<file path="config.mk">
export PLATFORM = sky130hd
export DESIGN_NAME = param_commit_sched_flat
export DESIGN_NICKNAME = d
export VERILOG_FILES = /design/src/rtl/param_commit_sched_if.sv /design/src/rtl/param_commit_sched.sv /design/src/flat_wrapper.sv
export SDC_FILE = /design/constraint.sdc
export NUM_CORES = 1
export LEC_CHECK = 0
export BUFFER_PORTS_ARGS = -buffer_cell sky130_fd_sc_hd__buf_2
export CAP_MARGIN = 25
export CORE_ASPECT_RATIO = 0.6
export CORE_MARGIN = 2
export CORE_UTILIZATION = 40
export DETAILED_ROUTE_END_ITERATION = 12
export PLACE_DENSITY = 0.63
export SKIP_LAST_GASP = 1
export SLEW_MARGIN = 25
export SYNTH_ARGS = -nofsm -noshare
export SYNTH_HDL_FRONTEND = slang
export SYNTH_SLANG_ARGS = --single-unit
</file>
<file path="constraint.sdc">
create_clock -name dsp_clk -period 8.8 [get_ports dsp_clk]
set_input_delay 0.44 -clock dsp_clk [delete_from_list [all_inputs] [get_ports dsp_clk]]
set_output_delay 0.44 -clock dsp_clk [all_outputs]
set_load 0.005 [all_outputs]
</file>
<file path="src/rtl/param_commit_sched_if.sv">
// Host-write / param_mem write-port bundle for the commit scheduler.
// The host side (memif) is the master; the scheduler is the slave.
interface param_commit_sched_if #(
    parameter int PARAM_WIDTH      = 36,
    parameter int PARAM_ADDR_WIDTH = 10,
    parameter int FIFO_DEPTH       = 16
);
    localparam int LVL_W = $clog2(FIFO_DEPTH) + 1;

    logic                        host_wr_en;
    logic [PARAM_ADDR_WIDTH-1:0] host_wr_addr;
    logic [PARAM_WIDTH-1:0]      host_wr_data;
    logic                        host_commit;
    logic                        ovf_clr;
    logic                        param_wr_en;
    logic [PARAM_ADDR_WIDTH-1:0] param_wr_addr;
    logic [PARAM_WIDTH-1:0]      param_wr_data;
    logic [LVL_W-1:0]            fifo_level;
    logic [LVL_W-1:0]            commit_level;
    logic                        overflow;
    logic                        split_commit;

    modport master (
        output host_wr_en, host_wr_addr, host_wr_data, host_commit, ovf_clr,
        input  param_wr_en, param_wr_addr, param_wr_data,
        input  fifo_level, commit_level, overflow, split_commit
    );

    modport slave (
        input  host_wr_en, host_wr_addr, host_wr_data, host_commit, ovf_clr,
        output param_wr_en, param_wr_addr, param_wr_data,
        output fifo_level, commit_level, overflow, split_commit
    );
endinterface

</file>
<file path="src/rtl/param_commit_sched.sv">
// Queues host parameter writes and releases committed batches to param_mem
// only inside the frame-start commit window, so coefficient sets change atomically.
module param_commit_sched #(
    parameter int PARAM_WIDTH      = 36,
    parameter int PARAM_ADDR_WIDTH = 10,
    parameter int PC_WIDTH         = 11,
    parameter int FIFO_DEPTH       = 16,
    parameter int COMMIT_SLOTS     = 8
) (
    input  logic                dsp_clk,
    input  logic                reset_n,
    input  logic [PC_WIDTH-1:0] pc,
    param_commit_sched_if.slave bus
);
    localparam int PTR_W = $clog2(FIFO_DEPTH);
    localparam int ENT_W = PARAM_ADDR_WIDTH + PARAM_WIDTH;
    localparam logic [PC_WIDTH:0] SLOTS   = (PC_WIDTH+1)'(COMMIT_SLOTS);
    localparam logic [PTR_W:0]    PTR_ONE = (PTR_W+1)'(1);

    logic [PTR_W:0]   wp, rp, cp;
    logic [PTR_W:0]   wp_nxt, level, clevel;
    logic             full, push, drop, pop, win, win_end;
    logic [ENT_W-1:0] mem [FIFO_DEPTH];

    // Pointers carry an extra wrap bit, so level can reach FIFO_DEPTH exactly.
    assign level   = wp - rp;
    assign clevel  = cp - rp;
    assign full    = level[PTR_W];
    assign push    = bus.host_wr_en & ~full;
    assign drop    = bus.host_wr_en & full;
    assign wp_nxt  = push ? wp + PTR_ONE : wp;
    assign win     = {1'b0, pc} < SLOTS;
    assign win_end = {1'b0, pc} == SLOTS;
    assign pop     = win & (clevel != '0);

    assign bus.fifo_level   = level;
    assign bus.commit_level = clevel;

    always_ff @(posedge dsp_clk) begin
        if (push) mem[wp[PTR_W-1:0]] <= {bus.host_wr_addr, bus.host_wr_data};
    end

    always_ff @(posedge dsp_clk or negedge reset_n) begin
        if (!reset_n) begin
            wp                <= '0;
            rp                <= '0;
            cp                <= '0;
            bus.param_wr_en   <= 1'b0;
            bus.param_wr_addr <= '0;
            bus.param_wr_data <= '0;
            bus.overflow      <= 1'b0;
            bus.split_commit  <= 1'b0;
        end else begin
            wp              <= wp_nxt;
            bus.param_wr_en <= pop;
            if (pop) begin
                rp <= rp + PTR_ONE;
                {bus.param_wr_addr, bus.param_wr_data} <= mem[rp[PTR_W-1:0]];
            end
            // Commit captures the post-push pointer so a same-cycle write joins the batch.
            if (bus.host_commit) cp <= wp_nxt;

            if (drop)             bus.overflow <= 1'b1;
            else if (bus.ovf_clr) bus.overflow <= 1'b0;

            // No pop happens at pc == COMMIT_SLOTS, so leftover committed work means a split.
            if (win_end && clevel != '0) bus.split_commit <= 1'b1;
            else if (bus.ovf_clr)        bus.split_commit <= 1'b0;
        end
    end
endmodule

</file>
<file path="src/flat_wrapper.sv">
// flat-port wrapper written by rule: the top's interface ports become plain ports
module param_commit_sched_flat 
#(
    parameter int PARAM_WIDTH      = 36,
    parameter int PARAM_ADDR_WIDTH = 10,
    parameter int PC_WIDTH         = 11,
    parameter int FIFO_DEPTH       = 16,
    parameter int COMMIT_SLOTS     = 8
)
  (dsp_clk, reset_n, pc, bus_host_wr_en, bus_host_wr_addr, bus_host_wr_data, bus_host_commit, bus_ovf_clr, bus_param_wr_en, bus_param_wr_addr, bus_param_wr_data, bus_fifo_level, bus_commit_level, bus_overflow, bus_split_commit);
  param_commit_sched_if #(.PARAM_WIDTH(PARAM_WIDTH), .PARAM_ADDR_WIDTH(PARAM_ADDR_WIDTH), .FIFO_DEPTH(FIFO_DEPTH)) bus_i ();
  input  logic dsp_clk;
  input  logic reset_n;
  input  logic [PC_WIDTH-1:0] pc;
  input wire logic [$bits(bus_i.host_wr_en)-1:0] bus_host_wr_en;
  input wire logic [$bits(bus_i.host_wr_addr)-1:0] bus_host_wr_addr;
  input wire logic [$bits(bus_i.host_wr_data)-1:0] bus_host_wr_data;
  input wire logic [$bits(bus_i.host_commit)-1:0] bus_host_commit;
  input wire logic [$bits(bus_i.ovf_clr)-1:0] bus_ovf_clr;
  output wire logic [$bits(bus_i.param_wr_en)-1:0] bus_param_wr_en;
  output wire logic [$bits(bus_i.param_wr_addr)-1:0] bus_param_wr_addr;
  output wire logic [$bits(bus_i.param_wr_data)-1:0] bus_param_wr_data;
  output wire logic [$bits(bus_i.fifo_level)-1:0] bus_fifo_level;
  output wire logic [$bits(bus_i.commit_level)-1:0] bus_commit_level;
  output wire logic [$bits(bus_i.overflow)-1:0] bus_overflow;
  output wire logic [$bits(bus_i.split_commit)-1:0] bus_split_commit;
  assign bus_i.host_wr_en = bus_host_wr_en;
  assign bus_i.host_wr_addr = bus_host_wr_addr;
  assign bus_i.host_wr_data = bus_host_wr_data;
  assign bus_i.host_commit = bus_host_commit;
  assign bus_i.ovf_clr = bus_ovf_clr;
  assign bus_param_wr_en = bus_i.param_wr_en;
  assign bus_param_wr_addr = bus_i.param_wr_addr;
  assign bus_param_wr_data = bus_i.param_wr_data;
  assign bus_fifo_level = bus_i.fifo_level;
  assign bus_commit_level = bus_i.commit_level;
  assign bus_overflow = bus_i.overflow;
  assign bus_split_commit = bus_i.split_commit;
  param_commit_sched #(.PARAM_WIDTH(PARAM_WIDTH), .PARAM_ADDR_WIDTH(PARAM_ADDR_WIDTH), .PC_WIDTH(PC_WIDTH), .FIFO_DEPTH(FIFO_DEPTH), .COMMIT_SLOTS(COMMIT_SLOTS)) u_core (.dsp_clk(dsp_clk), .reset_n(reset_n), .pc(pc), .bus(bus_i));
endmodule
</file>
## Word level (Yosys, flattened, before mapping)

Memory sizes are Yosys's and may differ from the RTL's. A register that Yosys moved wholly into a read port is not among the register bits.
Index checks and enable logic that the tools add are counted.

- Flip-flop bits (word level): 18
- Memory bits (writable): 736
- Input bits: 62
- Output and inout port bits: 59
- Word-level logic and storage cells: 28
- Memories kept: 1

- Add/subtract/negate cells: 4
- Magnitude comparators: 1
- Equality and inequality tests: 1
- Mux-type cells: 6
- Bitwise logic cells: 4
- Reduce and logical (&&, ||, !) cells: 5

Memory list:

| name | words | bits a word | rd ports | clocked after memory_dff | write ports | line | text |
|---|---|---|---|---|---|---|---|
| u_core.mem | 16 | 46 | 1 | 1 | 1 | param_commit_sched.sv:23 | `logic [ENT_W-1:0] mem [FIFO_DEPTH];` |

Operators with widths:

| cell | count |
|---|---|
| $eq A11 B4 Y1 const B | 1 |
| $lt A11 B4 Y1 const B | 1 |
| $add A5 B1 Y5 const B | 2 |
| $sub A5 B5 Y5 | 2 |
| $mux W1 | 5 |
| $mux W5 | 1 |
| $reduce_bool A5 Y1 | 1 |
| $reduce_bool A2 Y1 | 2 |
| $and A1 B1 Y1 | 3 |
| $logic_and A1 B1 Y1 | 1 |
| $logic_not A1 Y1 | 1 |
| $not A1 Y1 | 1 |

## Longest topological paths before layout

- Word-level depth: 5
- Depth in mapped cells: 12
- Mapped depth without buffers: 9

## Worst setup path before layout

OpenSTA, ideal clock, no wires.

- Path kind: reg-to-reg
- From: reg u_core.rp[2]
- To: mem u_core.mem[3][0] (netlist bit), enable pin
- Arrival: 6.629 ns
- Path slack: 1.591 ns
- Cell stages (with the launch flop): 9
- Buffers on the path: 1
- Period minus slack after synthesis: 7.209 ns
- Cell sequence: dfrtp_1 > clkbuf_1 > inv_1 > ha_1 > nor2b_1 > o21a_1 > nor3_1 > nor2_1 > nor4b_1

- Longest elaborated chain between the ends: 5

RTL lines:

| element | line | text |
|---|---|---|
| start: declaration | param_commit_sched.sv:20 | `logic [PTR_W:0] wp, rp, cp;` |
| start signal: assignment | param_commit_sched.sv:57 | `rp <= rp + PTR_ONE;` |
| $sub A5 B5 Y5 | param_commit_sched.sv:26 | `assign level = wp - rp;` |
| $not A1 Y1 | param_commit_sched.sv:29 | `assign push = bus.host_wr_en & ~full;` |
| $and A1 B1 Y1 | param_commit_sched.sv:29 |  |
| $mux W1 | param_commit_sched.sv:40 | `if (push) mem[wp[PTR_W-1:0]] <= {bus.host_wr_addr, bus.host_wr_data};` |
| $mux W1 (not written as such) | param_commit_sched.sv:40 |  |
| end: declaration | param_commit_sched.sv:23 |  |

Every way passes these cells.

## Worst setup path in the final report

- From: reg u_core.rp[1]
- To: reg u_core.bus.param_wr_addr[5], read port of u_core.mem

- Longest elaborated chain between the ends: 3

RTL lines:

| element | line | text |
|---|---|---|
| $sub A5 B5 Y5 | param_commit_sched.sv:27 | `assign clevel = cp - rp;` |
| $reduce_bool A5 Y1 | param_commit_sched.sv:34 | `assign pop = win & (clevel != '0);` |
| $and A1 B1 Y1 | param_commit_sched.sv:34 |  |
| end: declaration | param_commit_sched_if.sv:31 | `output param_wr_en, param_wr_addr, param_wr_data,` |

Parallel ways exist; a longest one is shown, timed or not.
A chain may end at the register's enable or synchronous reset.

==> qor.csv <==
stage;metric;value;unit
synth;synth-seq-area-share;77.7;%
synth;synth_nets;1451;
worst_setup_path;path_max_fanout;146;
timing;slew_viol_final;0;
grt;grt_max_degree;147;
timing;fin_worst_skew;27.3;ps
synth;synthCells;1374;
die;dieArea;0.0786;mm^2
synth;synth_top_area_share;72.4;%
clock_network;clk_latency;620;ps
timing;worst_slew_pin_slew;965;ps
finish;area_delta_synth_final;13.4;%
synth;synth-seq-cells;800;
worst_setup_path;cp_slowest_cell;dfrtp_4;
die;dieWidth;361;um
timing;fin_ws;4130;ps
drt;ant_nets;0;
worst_setup_path;cp.arrival;5150;ps
drt;first_pass_iters;7;
synth;synth.distinct_cells;47;
worst_setup_path;critPathKind;flip-flop to flip-flop;
placement;dp_worst_setup_slack;4040;ps
synth;synth-edff-count;736;
clock_network;path_clk_slew;70;ps
die;core;0.0755;mm^2
min_path;min_path_type;input port to flip-flop;
synth;async_reset_ff_share;8.00;%
finish;post-route-cell-area;0.0346;mm^2
grt;overflow;0;
timing;grt_setup_unrepaired;no;
grt;antenna_found_initial;1;
synth;synth_ff_type;edfxtp_1;
clock_network;cts_tree;done;
timing;relSlewSlack;35.7;%
worst_setup_path;cp-end-kind;flip-flop;
synth;yosys.area.top_type;edfxtp_1;
drt;drt_iter0_markers;1372;
power_and_ir_drop;pwr-share-seq;53.0;%
placement;portBuffers;120;
clock_network;ctsRootBufferMaster;clkbuf_16;
drt;remaining_drc_errors;0;
clock_network;clk_path_buf_depth;3;
run_status;outcome;complete, no violations;
die;die_h;218;um
power_and_ir_drop;powerDensity;250;mW/mm^2
finish;fill_cells;6284;
synth;yosys_warnings;0;
timing;tns;0;ps
placement;post-dp-hpwl;35300;um
power_and_ir_drop;vdd_drop_max;0.139;mV
clock_network;htreeDepth;3;
grt;grt_usage;16.8;%
power_and_ir_drop;intPower;6.54;mW
synth;post-synth-top-count-cell;edfxtp_1;
power_and_ir_drop;combPwrFrac;12.6;%
placement;gp_congestion;0.723;
power_and_ir_drop;switching_power;2.12;mW
synth;synth.avg_cell_area;22.2;um^2
grt;grt_pass1_wl;98000;um
clock_network;clock_sinks;800;
finish;final_core_util;45.8;%
placement;placed_area;0.0324;mm^2
worst_setup_path;start_kind;flip-flop;
power_and_ir_drop;p_leak;11.3;nW
finish;n_antenna_cell;0;
finish;drive_gt1_share;31.1;%
timing;post-route-period-util;53.1;%
drt;wl;65100;um
synth;synth_area_leaders;edfxtp_1 72%, mux4_2 14%, dfrtp_1 5.2%;
drt;viasPerCell;5.54;
drt;vias;14300;
run;drv_cap;0;
synth;synthTopCellsByCount;736 x edfxtp_1, 184 x mux4_2, 92 x a22oi_1;
die;io_pins;121;
synth;synth_area;0.0305;mm^2
worst_setup_path;crit_chain;buf_12, inv_1, ha_1, nand2_1, o21ai_0, mux2_4, a211oi_4, buf_4, mux2_2;
worst_setup_path;crit_required;9280;ps
timing;clock.fmax;214;MHz
clock_network;cts_resized;0;
finish;multi_input_area;0.00652;mm^2
finish;register_area;0.0237;mm^2
power_and_ir_drop;power;8.66;mW
clock_network;cts_buffers;71;
power_and_ir_drop;swShare;24.5;%
die;rows;78;
die;initial_utilization;40.4;%
drt;wl_per_cell;25.2;um
grt;grt_pass1_vias;15000;
timing;setup_viol;0;
power_and_ir_drop;clockPowerShare;34.4;%
timing;timing.final.crit_period;4670;ps
timing;hold_viol;0;
worst_setup_path;cp_slowest_stage_delay;870;ps
finish;final_nets;1602;
[power by group through the flow]
stage                     registers (mW)  logic [mW]  clock network (mW)
after CTS                           4.60        1.11                3.05
after global placement              4.66        1.09                   0
after global routing                4.62        1.19                3.19
final                               4.59        1.09                2.98
after detailed placement            4.68        1.11                   0
after floorplan                     4.63       0.733                   0
[layer usage]
layer | part of all wire, % | track usage (%) | wire (um)
met2 | 46 | 25.5 | 30100
met3 | 6.1 | 3.03 | 3960
met4 | 1.3 | 3.40 | 878
met1 | 46 | 25.5 | 30200
met5 | 0 | 0 | 0
[layout by cell type (no fill, tap or decap), types with 7 or more instances in the layout]
| cell | synthesis | final |
|---|---|---|
| buf_2 | 21 | 119 |
| dfrtp_1 | 64 | 62 |
| and4_2 | 0 | 7 |
| mux2_1 | 8 | 8 |
| inv_1 | 18 | 18 |
| nand2_1 | 57 | 56 |
| clkbuf_1 | 37 | 20 |
| buf_4 | 3 | 23 |
| xnor2_1 | 10 | 10 |
| clkinv_1 | 1 | 14 |
| mux4_2 | 184 | 184 |
| nor2_1 | 13 | 9 |
| mux2_2 | 39 | 39 |
| edfxtp_1 | 736 | 736 |
| a22oi_1 | 92 | 92 |
| clkbuf_16 | 0 | 71 |
| clkinv_2 | 0 | 11 |
| ha_1 | 13 | 13 |
[cell type report]
class,instances,share of cell area [%]
tap,1000,3.62
timing repair buffer,147,2.48
clock buffer,93,5.43
clock inverter,37,0.886
sequential,800,68.5
inverter,19,0.206
multi-input combinational,486,18.8
[state kept, by name (all words and copies together), names as in the netlist]
signal                    count
u_core.bus.split_commit       1
u_core.bus.param_wr_data     36
u_core.rp                     5
u_core.bus.param_wr_addr     10
u_core.wp                     5
u_core.cp                     5
u_core.bus.overflow           1
u_core.mem                  736
u_core.bus.param_wr_en        1
[repair_timing]
item,in CTS,in global routing
hold buffers,1,0
setup buffers,0,0
endpoints found under the hold margin,24,0
[final timing paths]
path,from,to,slack [ps],cells after the start
setup / recovery,u_core.rp[1]$_DFFE_PN0P_,u_core.bus.param_wr_addr[5]$_DFFE_PN0P_,4130,9
hold / removal,pc[3],u_core.bus.param_wr_en$_DFF_PN0_,70,2
setup reg to reg,u_core.rp[1]$_DFFE_PN0P_,u_core.bus.param_wr_addr[5]$_DFFE_PN0P_,4130,9
hold reg to reg,u_core.bus.param_wr_data[18]$_DFFE_PN0P_,u_core.bus.param_wr_data[18]$_DFFE_PN0P_,490,1
max in group asynchronous,reset_n,u_core.rp[1]$_DFFE_PN0P_,7450,3
min in group asynchronous,reset_n,u_core.bus.param_wr_data[25]$_DFFE_PN0P_,330,2
[cells by family after synthesis]
logic type,count (synthesis),share of synthesized area (%)
mux,233,15.4
buf+inv,88,1.27
compound gates,120,2.96
xor+xnor,14,0.426
flops,800,77.7
simple gates,104,1.63
fa+ha+maj,15,0.664
[stage by stage]
stage / hold WS (ps) / instances
2_1_floorplan: 144 / 1374
3_3_place_gp: 411 / 2450
3_5_place_dp: 419 / 2450
4_1_cts: 36.5 / 2581
5_1_grt: 47.1 / 2582
6_report: 66.0 / 2582
[critical path: cells and delay by family, from the launching register on]
kind	cells	cell delay, ps
buf+inv	3	1690
flops	1	870
fa+ha+maj	1	350
mux	2	800
compound gates	2	600
simple gates	1	60
Power figures use the tool's default switching activity.
